==> src/rtl/sort_merge_pkg.sv <==
// Shared constants and types for the 4-lane sort/merge sequencing controller.
package sort_merge_pkg;

  localparam int NLANES       = 4;
  localparam int LANE_SELW    = $clog2(NLANES);
  localparam int DEF_SORT_LAT = 3;

  typedef logic [LANE_SELW-1:0] lane_sel_t;

endpackage

==> src/rtl/sort_merge_packer.sv <==
// Packs a serial (index, value) stream into 4-lane groups, padding short groups.
module sort_merge_packer
  import sort_merge_pkg::*;
#(
  parameter int ADDRW = 16,
  parameter int WL    = 32
) (
  input  logic                    clk,
  input  logic                    rst_n,
  input  logic                    in_valid,
  output logic                    in_ready,
  input  logic [ADDRW-1:0]        in_index,
  input  logic [WL-1:0]           in_value,
  input  logic                    in_last,
  input  logic                    srt_ena,
  output logic                    issue,
  output logic                    grp_last,
  output logic                    held,
  output logic [NLANES-1:0]       lane_valid,
  output logic [NLANES*ADDRW-1:0] lane_index,
  output logic [NLANES*WL-1:0]    lane_value
);

  typedef struct packed {
    logic             valid;
    logic [ADDRW-1:0] index;
    logic [WL-1:0]    value;
  } lane_t;

  lane_t [NLANES-1:0] pbuf;
  lane_sel_t          cnt;
  logic               grp_full;
  logic               accept;
  logic               close;

  assign issue    = grp_full & srt_ena;
  // A full buffer still accepts when it drains into the sorter this same cycle.
  assign in_ready = !grp_full | srt_ena;
  assign accept   = in_valid & in_ready;
  assign close    = accept & ((cnt == lane_sel_t'(NLANES - 1)) | in_last);
  assign held     = (cnt != '0) | grp_full;

  always_ff @(posedge clk or negedge rst_n) begin
    if (!rst_n) begin
      cnt      <= '0;
      grp_full <= 1'b0;
      grp_last <= 1'b0;
      // NOTE: the pack buffer is a handful of flops, so it is reset along with the control state.
      pbuf     <= '0;
    end else begin
      // NOTE: non-blocking assignments only, so every register samples pre-edge values.
      if (accept) begin
        if (cnt == '0) begin
          for (int l = 1; l < NLANES; l++) begin
            pbuf[l] <= '{valid: 1'b0, index: '1, value: '0};
          end
        end
        pbuf[cnt] <= '{valid: 1'b1, index: in_index, value: in_value};
        cnt       <= close ? '0 : cnt + lane_sel_t'(1);
      end
      if (close) begin
        grp_full <= 1'b1;
        grp_last <= in_last;
      end else if (issue) begin
        grp_full <= 1'b0;
      end
    end
  end

  always_comb begin
    // NOTE: defaults first so no path through the block can infer a latch.
    lane_valid = '0;
    lane_index = '0;
    lane_value = '0;
    for (int l = 0; l < NLANES; l++) begin
      lane_valid[l]               = pbuf[l].valid & issue;
      lane_index[l*ADDRW +: ADDRW] = pbuf[l].index;
      lane_value[l*WL +: WL]       = pbuf[l].value;
    end
  end

endmodule

==> src/rtl/sort_merge4_ctrl.sv <==
// Sequencing controller around an ena-gated 4-lane sorter: packs, issues, tracks and delivers groups.
module sort_merge4_ctrl
  import sort_merge_pkg::*;
#(
  parameter int ADDRW    = 16,
  parameter int WL       = 32,
  parameter int SORT_LAT = DEF_SORT_LAT,
  parameter int CNTW     = 16
) (
  input  logic                    clk,
  input  logic                    rst_n,
  input  logic                    in_valid,
  output logic                    in_ready,
  input  logic [ADDRW-1:0]        in_index,
  input  logic [WL-1:0]           in_value,
  input  logic                    in_last,
  output logic                    srt_ena,
  output logic [NLANES-1:0]       srt_valid,
  output logic [NLANES*ADDRW-1:0] srt_index,
  output logic [NLANES*WL-1:0]    srt_value,
  input  logic [NLANES-1:0]       srt_outvalid,
  input  logic [NLANES*ADDRW-1:0] srt_outindex,
  input  logic [NLANES*WL-1:0]    srt_outvalue,
  output logic                    out_valid,
  input  logic                    out_ready,
  output logic [NLANES-1:0]       out_vmask,
  output logic [NLANES*ADDRW-1:0] out_index,
  output logic [NLANES*WL-1:0]    out_value,
  output logic                    out_last,
  output logic                    busy,
  output logic [CNTW-1:0]         group_cnt
);

  logic                issue;
  logic                grp_last;
  logic                held;
  logic [SORT_LAT-1:0] tok;
  logic [SORT_LAT-1:0] lastbit;

  // Freezing the whole sorter is the only backpressure path; tokens move in lockstep with it.
  assign srt_ena = !out_valid | out_ready;
  assign busy    = held | (|tok) | out_valid;

  sort_merge_packer #(
    .ADDRW (ADDRW),
    .WL    (WL)
  ) u_packer (
    .clk        (clk),
    .rst_n      (rst_n),
    .in_valid   (in_valid),
    .in_ready   (in_ready),
    .in_index   (in_index),
    .in_value   (in_value),
    .in_last    (in_last),
    .srt_ena    (srt_ena),
    .issue      (issue),
    .grp_last   (grp_last),
    .held       (held),
    .lane_valid (srt_valid),
    .lane_index (srt_index),
    .lane_value (srt_value)
  );

  always_ff @(posedge clk or negedge rst_n) begin
    if (!rst_n) begin
      tok       <= '0;
      lastbit   <= '0;
      out_valid <= 1'b0;
      out_vmask <= '0;
      out_index <= '0;
      out_value <= '0;
      out_last  <= 1'b0;
      group_cnt <= '0;
    end else begin
      if (srt_ena) begin
        tok     <= (tok << 1) | SORT_LAT'(issue);
        lastbit <= (lastbit << 1) | SORT_LAT'(issue & grp_last);
      end
      // Capture is keyed on tokens alone, so leftover sorter contents after reset are ignored.
      if (srt_ena & tok[SORT_LAT-1]) begin
        out_valid <= 1'b1;
        out_vmask <= srt_outvalid;
        out_index <= srt_outindex;
        out_value <= srt_outvalue;
        out_last  <= lastbit[SORT_LAT-1];
      end else if (out_ready) begin
        out_valid <= 1'b0;
      end
      if (out_valid & out_ready) begin
        group_cnt <= group_cnt + CNTW'(1);
      end
    end
  end

endmodule

==> config.mk <==
export PLATFORM = sky130hd
export DESIGN_NAME = sort_merge4_ctrl
export DESIGN_NICKNAME = d
export VERILOG_FILES = /design/src/rtl/sort_merge_pkg.sv /design/src/rtl/sort_merge_packer.sv /design/src/rtl/sort_merge4_ctrl.sv
export SDC_FILE = /design/constraint.sdc
export NUM_CORES = 1
export LEC_CHECK = 0
export CAP_MARGIN = 30
export CORE_AREA = 2 2 259 261
export CTS_CLUSTER_DIAMETER = 30
export DETAILED_ROUTE_END_ITERATION = 6
export DIE_AREA = 0 0 261 263
export PLACE_DENSITY_LB_ADDON = 0.3
export SLEW_MARGIN = 20
export SYNTH_ARGS = -nofsm -noshare
export SYNTH_HDL_FRONTEND = slang
export SYNTH_SLANG_ARGS = --single-unit
==> constraint.sdc <==
create_clock -name clk -period 1.6 [get_ports clk]
set_input_delay 0.16 -clock clk [delete_from_list [all_inputs] [get_ports clk]]
set_output_delay 0.16 -clock clk [all_outputs]
set_load 0.03 [all_outputs]
==> results, run 1 <==
- The final global-route overflow total is 0.
- The peak ir drop on the vdd network is 1.136 mV.
- After detailed routing, the number of vias per cell comes to 4.398.
- The number of library cell types mapped by synthesis is 36.
- The total standard cell area after synthesis is 0.01731 mm².
- The number of cell instances on the worst register-to-register path is 9.
- The maximum operating frequency is 557.8 MHz.
- The synthesized-area fraction occupied by xor and xnor cells is 0.7592%.
- The count of endpoints failing hold in the final timing report was 0.
- Summed over all nets, the half-perimeter wirelength after detailed placement is 42.77 mm.
- Dividing the detail-routed wire length by the instance count gives 22.51 µm.
- The worst setup path is captured at a flip-flop.
- The tightest hold margin is 70.81 ps.
- The top cell types in the final layout, fill and taps aside, are dfrtp_1, clkdlybuf4s50_1, mux2_2, clkdlybuf4s15_1, clkbuf_16.
- The vertical extent of the die is 263 µm.
- The gate count after technology mapping is 1261.
- Across all setup checks in the final design, the least slack found is -192.7 ps.
- STA puts the critical path data arrival time at 2290 ps.
- The max-cap violation count is 0.
- The first routing iteration left 473 violations.
- The number of iterations in the first detailed-routing pass is 4.
- The total routing resource utilization after global routing is 16.61%.
- The clock root buffer is clkbuf_16.
- During I/O placement, the number of pins put on the boundary was 662.
- The total power divided by cell area is 2347 mW/mm².
- The initial antenna violation count is 11.
- No sink is reached through more buffers than the 3 on the longest clock path.
- The synthesis warning total is 0.
- The critical path is of the reg2reg type.
- The number of vias after detailed routing is 12584.
- The first global-routing pass estimated 85.72 mm of wire.
- The leakage power is 0.01300 µW.
- The synthesized netlist devotes 0.3615% of its cell area to adder and majority cells.
- The final worst-path cycle share is 112.0%.
- The synthesized netlist devotes 3.608% of its cell area to simple gates.
- After synthesis, the largest area contributor takes up 60.73% of total cell area.
- For this design, the sink count on the clock tree is 420.
- The number of setup violations in the final report is 163.
- The reg-to-reg startpoint is out_valid.
- TritonCTS built the clock tree.
- The setup slack on the worst flop-to-flop path is -190 ps.
- The die is 261 µm wide.
- The most frequent standard cell in the layout excluding fill and tap cells is dfrtp_1.
- The DRC violation count after routing is 0.
- For this run, the post-layout net count is 2164.
- Headroom to the max-slew limit came out at 68.34%.
- The flip-flop and latch count after synthesis is 420.
- The number of max-slew violations in the final report is 0.
- The layout overhead on the synthesized area is 68.34%.
- The checks that failed: setup timing.
- The final standard cell area without fillers is 0.02913 mm².
- Before CTS, the worst setup slack after placement is -356.8 ps.
- In this run the critical register-to-register path is captured at u_packer.lane_value[72].
- After synthesis, the mean cell area works out to 13.72 µm².
- The number of port buffers is 661.
- The count of placed standard cells in the final layout, fillers left out is 2861.
- The compound-cell area share of the yosys netlist is 7.064%.
- The detailed-route wire length is 64.39 mm.
- For the finished layout, the period the worst path requires is 1793 ps.
- The post-detailed-placement cell area is 0.02411 mm².
- The largest driver fanout on the critical path is 8.
- Clock-pin slew was measured on the worst setup and hold paths at 40 ps.
- The layout cell share with drive strength beyond 1 is 38.92%.
- The dominant combinational cell family by area after synthesis is multiplexers.
- The pin slew with the least headroom to its limit is 475.0 ps.
- The number of placed cells counting well taps is 2605.
- STA puts the critical path data required time at 2090 ps.
- Of the post-synthesis cell area, the part taken by muxes is 16.40%.
- Clock tree synthesis inserted a total of 102 buffers.
- In this run the core area contains 94 standard-cell rows.
- The count of nets left with antenna violations after detail routing is 0.
- Once the floorplan was initialized, standard cells occupied 26.37% of the core.
- The routability congestion estimate from global placement is 0.8135.
- The H-tree was split into 3 levels.
- The core occupancy in the finished layout is 44.39%.
- The number of global-route vias before repair is 13101.
- Summing the sequential cell areas from Yosys gives 60.73% of the chip area.
- In this run the worst hold path is classified as in2async.
- The startpoint class of the critical path is a flip-flop.
- Entering global routing, the biggest net connects 58 pins.
- The floorplan step defined a core boundary enclosing 0.06563 mm².
- The die area is 0.06864 mm².
- When the netlist entered floorplanning its net count stood at 1515.
- Setup repair after global routing could not meet its margin everywhere.
- The biggest area contributor in the post-synthesis netlist is dfrtp_1.
- The later-pin clock latency in the skew report is 630 ps.
- Sorting the synthesized cells by area gives the leading types as dfrtp_1, mux2_2, buf_4, a22o_1, nand2_1.
- The flow ran to the end, but the final reports show violations.
- The clock arrives with 24.33 ps of skew.
-- cells in the mapped netlist, drive strengths merged --
master and number:
and3 6, or2 1, a22o 65, mux2 252
clkbuf 17, nor3 2, nor2 10, xor2 6
xnor2 9, dfrtp 420, or3 1, nand3b 3
nand2 95, ha 5, nand2b 3, nor2b 1
nand4 5, a21o 2, a21oi 16, buf 242
and2 3, nand3 6, o21ai 54, o22a 32
nor4 1, inv 3, and4 1
-- worst max path at each step --
stage                            startpoint                       to  depth (start not counted)
after floorplan                   out_valid             out_index[0]                          6
after global placement            out_ready            out_index[36]                          5
after detailed placement          out_ready            out_index[37]                          5
after CTS                   u_packer.cnt[0]                     busy                          5
after global routing      u_packer.grp_full                     busy                          4
final                             out_valid  u_packer.lane_value[72]                          9
-- state kept, by name, indices dropped and copies added, names as in the netlist, 4 cells and up --
register / flops
u_packer.lane_value: 128
u_packer.pbuf: 4
out_index: 64
out_vmask: 4
out_value: 128
group_cnt: 16
u_packer.lane_index: 64
-- per-stage QoR --
stage / total power [µW] / setup TNS, ps
floorplan: 35260 / 0
global route: 71300 / -29040
global placement: 45920 / -111330
finish: 68370 / -21290
detailed placement: 46300 / -110340
CTS: 66480 / -8932
-- per-layer routing --
metal	routed length (µm)	track usage (%)	share of wire (%)	vias up
met5	40	0	0.062	-
met4	1666	6.265	2.6	6
met3	5538	5.912	8.6	123
met2	33130	29.06	51	545
met1	24020	18.34	37	6363
li1	-	-	-	5547
-- timing repair --
item	CTS	global route
endpoints found under the hold margin	420	0
pin swaps	60	64
gates cloned	2	34
buffers inserted	19	9
hold buffers	1	0
gates resized for setup	788	263
setup endpoints to repair	427	411
-- power by group --
group	total (µW)	switching (µW)	internal [µW]
sequential	17500	2410	15100
clock	21500	6560	14900
combinational	29400	16900	12500
-- cell families (layout without fill, tap and decap cells) --
kind of cell / count (synthesis) / count (layout)
other: 0 / 3
AO/OA/AOI/OAI: 169 / 169
XOR/XNOR: 15 / 15
adder cells (fa/ha/maj): 5 / 5
flip-flops: 420 / 420
AND/OR/NAND/NOR: 138 / 142
multiplexers: 252 / 252
buffers and inverters: 262 / 991
-- final cells by class --
type / instances / area, µm²
Fill cell: 5935 / 36500
Tap cell: 864 / 1081
Clock buffer: 131 / 2843
Timing Repair Buffer: 800 / 8387
Inverter: 3 / 11.26
Clock inverter: 57 / 815.8
Sequential cell: 420 / 10510
Multi-Input combinational cell: 583 / 5473
Antenna cell: 3 / 7.507
-- worst max-delay path, cell delays in order (launching register included) --
cell      delay [ps]
dfrtp_2          440
buf_6            140
nand3b_4          80
buf_6             90
and2_4           200
buf_12           130
o21ai_4           70
buf_12           140
buf_12           140
a22o_1           220
No activity file was read; power rests on OpenSTA's default activity.
==> run 2: changes to the inputs <==
--- a/config.mk
+++ b/config.mk
@@ -6,10 +6,10 @@
 export NUM_CORES = 1
 export LEC_CHECK = 0
 export CAP_MARGIN = 30
-export CORE_AREA = 2 2 259 261
+export CORE_AREA = 10 10 253 255
 export CTS_CLUSTER_DIAMETER = 30
 export DETAILED_ROUTE_END_ITERATION = 6
-export DIE_AREA = 0 0 261 263
+export DIE_AREA = 0 0 263 265
 export PLACE_DENSITY_LB_ADDON = 0.3
 export SLEW_MARGIN = 20
 export SYNTH_ARGS = -nofsm -noshare
==> run 2 against run 1 <==
Against the previous run: the run still ends with setup timing left; core utilization rose by 4.1 points; non-clock buffer count fell by 8; via count fell by 1.3%; sequential power barely moved; power fell by 2.2%; critical path type is now reg2out; critical endpoint is now busy; largest power group unchanged.
==> results, run 2 (synthesis results as in run 1) <==
- The flow ran to the end, but the final reports show violations.
- The checks that failed: setup timing.
- Dividing the detail-routed wire length by the instance count gives 23.80 µm.
- The H-tree generated during clock tree synthesis spans 3 levels.
- In the routed design, unresolved DRC markers number 0.
- The count of nets left with antenna violations after detail routing is 0.
- The final worst-path cycle share is 110.0%.
- The count of endpoints failing hold in the final timing report is 0.
- Setup violations remaining at the end of the flow were counted as 196.
- The library cell used most frequently in the layout, excluding fill and tap cells, is dfrtp_1.
- The max-cap violation count is 0.
- On the final layout, the worst hold slack is 131.6 ps.
- The worst hold path belongs to the class in2reg.
- The mean number of vias per cell is 4.510.
- Global routing used 17.20% of the available tracks across all layers.
- The vertical extent of the die is 265 µm.
- The largest driver fanout on the critical path is 7.
- CTS saw 420 sinks.
- The clock input transition at the sequential cells of the worst setup and hold paths is 40 ps.
- Data on the critical path arrives at its endpoint at 1600 ps.
- Summed over all layers, the global routing overflow is 0.
- The worst-path cell with the longest stage delay is dfrtp_1.
- The worst setup path is of the reg2out kind.
- In this run the critical register-to-register path is launched from out_valid.
- The post-route minimum period is 1760 ps.
- The core occupancy in the finished layout is 48.46%.
- The count of placed standard cells in the final layout, fillers left out is 2754.
- At the pin with the least slew margin, the transition time is 438.8 ps.
- The worst setup path startpoint is u_packer.grp_full.
- The initial antenna violation count is 11.
- The routed design has 65.53 mm of wire.
- The total power divided by cell area is 2346 mW/mm².
- OpenSTA, run right after detailed placement, puts the worst setup slack at -416.1 ps.
- The number of buffers inserted during clock tree synthesis is 100.
- In this run, placement finished with an instance count of 2517.
- The number of max-slew violations in the final report is 0.
- The number of nets in the finished design is 2150.
- The library cells used most frequently in the layout, excluding fill and tap cells, are dfrtp_1, clkdlybuf4s50_1, mux2_2, dlygate4sd2_1, clkbuf_16.
- The number of iterations in the first detailed-routing pass is 4.
- The layout overhead on the synthesized area is 64.64%.
- The signal on the critical path passes through buf_4 -> nor4_2 -> nand3b_1 -> buf_12.
- The critical hold path startpoint is srt_outvalue[48].
- The width of the chip is 263 µm.
- The worst setup path is launched from a flip-flop.
- TritonCTS built the clock tree.
- The peak ir drop on the vdd network is 1.426 mV.
- In this run the core area contains 89 standard-cell rows.
- The routability congestion estimate from global placement is 0.8066.
- The leakage power is 0.01287 µW.
- Pin placement for this block handled 662 I/O pins.
- Detailed placement ended at an HPWL of 47.32 mm.
- The largest buffer count on any clock path is 3.
- The worst setup slack after layout is -159.6 ps.
- Detailed routing inserted a total of 12420 vias.
- The die area is 0.06970 mm².
- STA classifies the critical path endpoint as an output pin.
- The worst path buffer plus inverter count is 2.
- On the worst path, the slowest cell contributes a delay of 370 ps.
- The kind of cell with the highest combined delay along the critical path is flip-flops.
- The post-route netlist has 41.22% of its cells at a drive strength greater than 1.
- For the worst setup path, the data required time is 1440 ps.
- The first-pass GRT wire length is 91.29 mm.
- Between clock sinks in the finished design, the worst skew comes to 28.94 ps.
- The largest net degree at the start of global routing is 61.
- The iteration-0 DRC count of the detailed router is 584.
- Clock tree synthesis selected as its root buffer the cell clkbuf_16.
- The initial utilization of the core area, before any placement, comes to 29.43%.
- The clock reaches the later pin of the worst-skew pair after 620 ps.
- The maximum operating frequency is 568.3 MHz.
- The core outline area is 0.05880 mm².
- Setup repair after global routing could not meet its margin everywhere.
- Headroom to the max-slew limit came out at 70.75%.
- The number of port buffers is 661.
- The number of global-route vias before repair came to 13211.
run 2: changes by cell type in the layout (fill, tap and decap cells not counted), sizes merged, moves of 6 or more:
cell           previous run  this run
clkbuf                  200       259
buf                     138       130
clkinvlp                 13         7
clkdlybuf4s15           220       167
clkinv                   28        20
run 2: through the flow:
step	power (µW)	setup TNS (ps)	area (µm²)
after floorplan	35260	0	17320
after global placement	46190	-114530	23990
after detailed placement	46640	-128980	23990
after CTS	65520	-994.9	27640
after global routing	69730	-24990	28490
final	66830	-14190	28490
run 2: per-layer routing:
| metal | track usage (%) | vias up | routed length [µm] |
|---|---|---|---|
| met4 | 5.747 | 10 | 1598 |
| met3 | 8.632 | 106 | 6401 |
| met5 | 0 | - | 59 |
| met2 | 29.11 | 491 | 33550 |
| li1 | - | 5523 | - |
| met1 | 18.41 | 6290 | 23930 |
run 2: report_power, final:
part | internal [µW] | switching, µW | leakage, µW
Sequential | 15100 | 2460 | 0.00507
Clock | 14400 | 6230 | 0.00172
Combinational | 11700 | 16900 | 0.00609
run 2: path summary, 6_finish.rpt:
kind / depth (start not counted) / slack, ps / end
setup / recovery: 4 / -160 / busy
hold / removal: 2 / 130 / out_value[48]
setup reg to reg: 8 / -140 / u_packer.lane_index[11]
hold reg to reg: 1 / 470 / group_cnt[15]
max in group asynchronous: 4 / 190 / u_packer.lane_index[54]
min in group asynchronous: 3 / 600 / out_value[112]
run 2: worst reg2reg max path, delay by kind of cell (launching register included):
| kind | cells | cell delay [ps] |
|---|---|---|
| simple gates | 3 | 380 |
| buf+inv | 4 | 520 |
| flops | 1 | 410 |
| mux | 1 | 330 |
run 2: final cells by class:
type | instances | area, µm²
Clock inverter | 41 | 585.6
Timing Repair Buffer | 792 | 7940
Multi-Input combinational cell | 579 | 5525
Fill cell | 5119 | 30300
Sequential cell | 420 | 10510
Antenna cell | 6 | 15.01
Clock buffer | 140 | 2935
Tap cell | 773 | 967.2
Inverter | 3 | 11.26
run 2: repair_timing:
item	CTS	global route
pin swaps	8	149
setup endpoints to repair	577	336
setup buffers	16	12
endpoints found under the hold margin	405	0
hold buffers	3	0
gates resized for setup	674	418
gates cloned	2	22
==> run 3: changes to the inputs <==
--- a/config.mk
+++ b/config.mk
@@ -5,11 +5,12 @@
 export SDC_FILE = /design/constraint.sdc
 export NUM_CORES = 1
 export LEC_CHECK = 0
+export ABC_AREA = 1
 export CAP_MARGIN = 30
-export CORE_AREA = 10 10 253 255
+export CORE_AREA = 10 10 246 248
 export CTS_CLUSTER_DIAMETER = 30
 export DETAILED_ROUTE_END_ITERATION = 6
-export DIE_AREA = 0 0 263 265
+export DIE_AREA = 0 0 256 258
 export PLACE_DENSITY_LB_ADDON = 0.3
 export SLEW_MARGIN = 20
 export SYNTH_ARGS = -nofsm -noshare
==> run 3 against run 2 <==
Against the previous run: the flow still finishes with violations (setup timing); clock skew down 2.8 ps; sequential power up 4%; clock power about the same; global-route usage up 4.8 points; largest power group unchanged; first-iteration DRC count up 130%; register-to-register slack worse by 80 ps; highest routed layer unchanged; critical path depth up 3; via count up 38%; cell area up 8.1%.
==> results, run 3 <==
- The clock root buffer is clkbuf_16.
- For this run, the leading register cell type out of synthesis is dfrtp_1.
- After detailed routing, the number of vias per cell comes to 4.896.
- The maximum operating frequency is 531.7 MHz.
- The number of top-level pins is 662.
- At the end of the flow, the number of nets in the layout was 2895.
- The min-delay analysis places its worst path in the category in2async.
- The number of enable-type register cells in the synthesized netlist is 0.
- The detail route stage leaves a number of antenna-violating nets equal to 0.
- The most common cell in the synthesized netlist is nand2_1.
- The core outline area is 0.05573 mm².
- For the final database, setup skew stands at 26.09 ps.
- The clock input transition at the sequential cells of the worst setup and hold paths is 50 ps.
- The checks that failed: setup timing.
- In the routed design, unresolved DRC markers number 0.
- Yosys attributes the largest share of cell area to dfrtp_1, nand2_1, buf_4, nand3_1, o21ai_0.
- The layout cell share with drive strength beyond 1 is 22.47%.
- The count of buffers added on input and output ports is 661.
- The sum of negative setup slack is -26970 ps.
- For the worst setup path, the data arrival time is 1720 ps.
- The number of fillers in the final layout is 4794.
- The average wire per standard cell is 23.40 µm.
- The die area is 0.06605 mm².
- The max-cap violation count is 0.
- In this run the power density over the cells is 2373 mW/mm².
- Internal power comes to 41970 µW.
- Of all flip-flops after synthesis, the portion carrying an async set or reset was 100.0%.
- The relative contribution of sequential cells to total power is 25.1%.
- Setup repair after global routing could not meet its margin everywhere.
- The vertical extent of the die is 258 µm.
- The peak ir drop on the vdd network is 1.081 mV.
- For this design the total switching power over the nets is 31090 µW.
- The detailed router placed 17078 vias in this run.
- After synthesis the netlist holds a flip-flop and latch count of 420.
- Subtracting the final worst setup slack from the clock period gives 1881 ps.
- The clock reaches the later pin of the worst-skew pair after 640 ps.
- The total routing resource utilization after global routing is 22.04%.
- The worst setup path startpoint is out_valid.
- The flow ran to the end, but the final reports show violations.
- In the final layout, the multi-input gates occupy 0.006132 mm².
- The worst setup slack after layout is -280.7 ps.
- Summing the sequential cell areas from Yosys gives 57.89% of the chip area.
- In this run switching power makes up 42.55% of total power.
- Routability-driven placement finished with a final weighted congestion of 0.8728.
- The combinational share of power is 46.6%.
- The worst setup path is captured at an output pin.
- Counting every sink on the clock net gives 420.
- Timing analysis after detailed placement gives a worst setup slack of -209.1 ps.
- The number of clock buffers added by TritonCTS is 99.
- The detailed-route wire length is 81.62 mm.
- The number of global-route vias before repair is 17029.
- TritonCTS built the clock tree.
- The synthesized netlist net count is 2259.
- The count of endpoints failing hold in the final timing report came to 0.
- The detailed placer's ending HPWL is 53.21 mm.
- The largest buffer count on any clock path is 3.
- STA classifies the critical path startpoint as a flip-flop.
- From synthesis to final layout, the design area changed by 69.60%.
- The number of cell rows is 87.
- Setup violations remaining at the end of the flow were counted as 379.
- The largest driver fanout on the critical path is 3.
- The most frequent standard cell in the layout excluding fill and tap cells is nand2_1.
- The largest net degree at the start of global routing is 102.
- The initial antenna violation count is 12.
- At the pin with the least slew margin, the transition time is 550.4 ps.
- The width of the chip is 256 µm.
- The first global-routing pass estimated 112.1 mm of wire.
- In this run the critical register-to-register path is launched from out_valid.
- STA puts the critical path data required time at 1440 ps.
- The synthesis warning total is 0.
- The final worst-path cycle share is 117.5%.
- The number of library cell types mapped by synthesis is 31.
- In the layout the commonest cells are nand2_1, dfrtp_1, clkdlybuf4s50_1, dlygate4sd2_1, nand3_1.
- In this run, the number of DRC markers left after iteration 0 of detailed routing was 1362.
- The share of total power dissipated in the clock network is 28.3%.
- The number of iterations in the first detailed-routing pass is 6.
- The gate count after technology mapping is 2005.
- The top cell type by total area after synthesis is dfrtp_1.
- The area occupied by registers is 0.01052 mm².
- The synthesized area per cell is 9.055 µm².
- The tightest slew margin relative to the limit is 63.31%.
- In this run the cell area of the synthesized design comes to 0.01815 mm².
- The startpoint-to-endpoint class of the critical path is reg2out.
- Once the floorplan was initialized, standard cells occupied 32.57% of the core.
- The H-tree generated during clock tree synthesis spans 3 levels.
- In this run the static leakage power is 0.01529 µW.
- The commonest cells after synthesis are nand2_1, dfrtp_1, nand3_1.
- The number of max-slew violations in the final report is 0.
- The synthesized design devotes to its leading area cell type 57.89% of total area.
- The final global-route overflow total is 0.
==> run 3: per-stage QoR <==
stage | util (%) | power [µW] | hold slack (ps) | cells | instance area, µm²
6_report | 55.25 | 73050 | 50.90 | 3488 | 30790
3_3_place_gp | 44.60 | 48970 | 106.2 | 3200 | 24860
3_5_place_dp | 44.60 | 49390 | 111.8 | 3200 | 24860
4_1_cts | 52.28 | 69560 | 42.57 | 3426 | 29140
5_1_grt | 55.23 | 76330 | 65.72 | 3485 | 30780
2_1_floorplan | - | 36810 | -135.6 | 2005 | 18160
==> run 3: kinds of logic (layout without fill, tap and decap cells) <==
group	count (synthesis)	in the layout	synth area share (%)
XOR/XNOR	9	9	0.4342
adder cells (fa/ha/maj)	5	5	0.3446
other	0	13	0
buffers and inverters	394	1107	12.80
AO/OA/AOI/OAI	256	256	7.416
flip-flops	420	420	57.89
AND/OR/NAND/NOR	921	922	21.11
==> run 3: layout make-up <==
class | instances | area share [%]
flip-flops and latches | 420 | 34.15
well taps | 756 | 3.072
clock inverters | 58 | 2.544
diodes | 13 | 0.1057
repair buffers | 846 | 30.52
clock buffers | 121 | 8.639
multi-input cells | 1192 | 19.92
inverters | 82 | 1.048
==> run 3: power groups by stage <==
stage	combinational, µW	clock [µW]	sequential, µW
finish	34000	20700	18300
global route	35900	21500	18900
CTS	30700	20900	18000
detailed placement	31200	0	18100
global placement	30900	0	18000
floorplan	14500	0	22300
==> run 3: timing repair <==
item,in CTS,in global routing
cloned,16,39
endpoints found under the setup margin,451,581
hold buffers,1,0
buffers inserted,32,18
resized for setup,797,232
endpoints found under the hold margin,420,0
pin swaps,5,31
==> run 3: final timing paths <==
kind                                                end  slack (ps)  cells past startpoint
max in group asynchronous       u_packer.lane_value[88]         820                      3
min in group clk                          out_value[56]          80                      3
worst max register to register  u_packer.lane_value[21]        -220                     12
worst max-delay path                           in_ready        -280                      7
worst min-delay path            u_packer.lane_index[40]          50                      2
worst min register to register            out_index[24]         460                      2
==> run 3: worst max-delay path, stage by stage (launching register included) <==
cell and delay, ps:
dfrtp_2 360, inv_2 50, nor2_4 150, buf_6 140, nand2_8 60, buf_6 110
buf_6 100, buf_8 130
==> run 3: layer usage <==
| metal | GRT usage [%] | vias to the layer above | wire length [µm] |
|---|---|---|---|
| met1 | 25.31 | 8458 | 30930 |
| met5 | 0 | - | 8 |
| met3 | 8.592 | 158 | 7858 |
| met4 | 8.497 | 2 | 2652 |
| li1 | - | 7609 | - |
| met2 | 36.65 | 851 | 40170 |
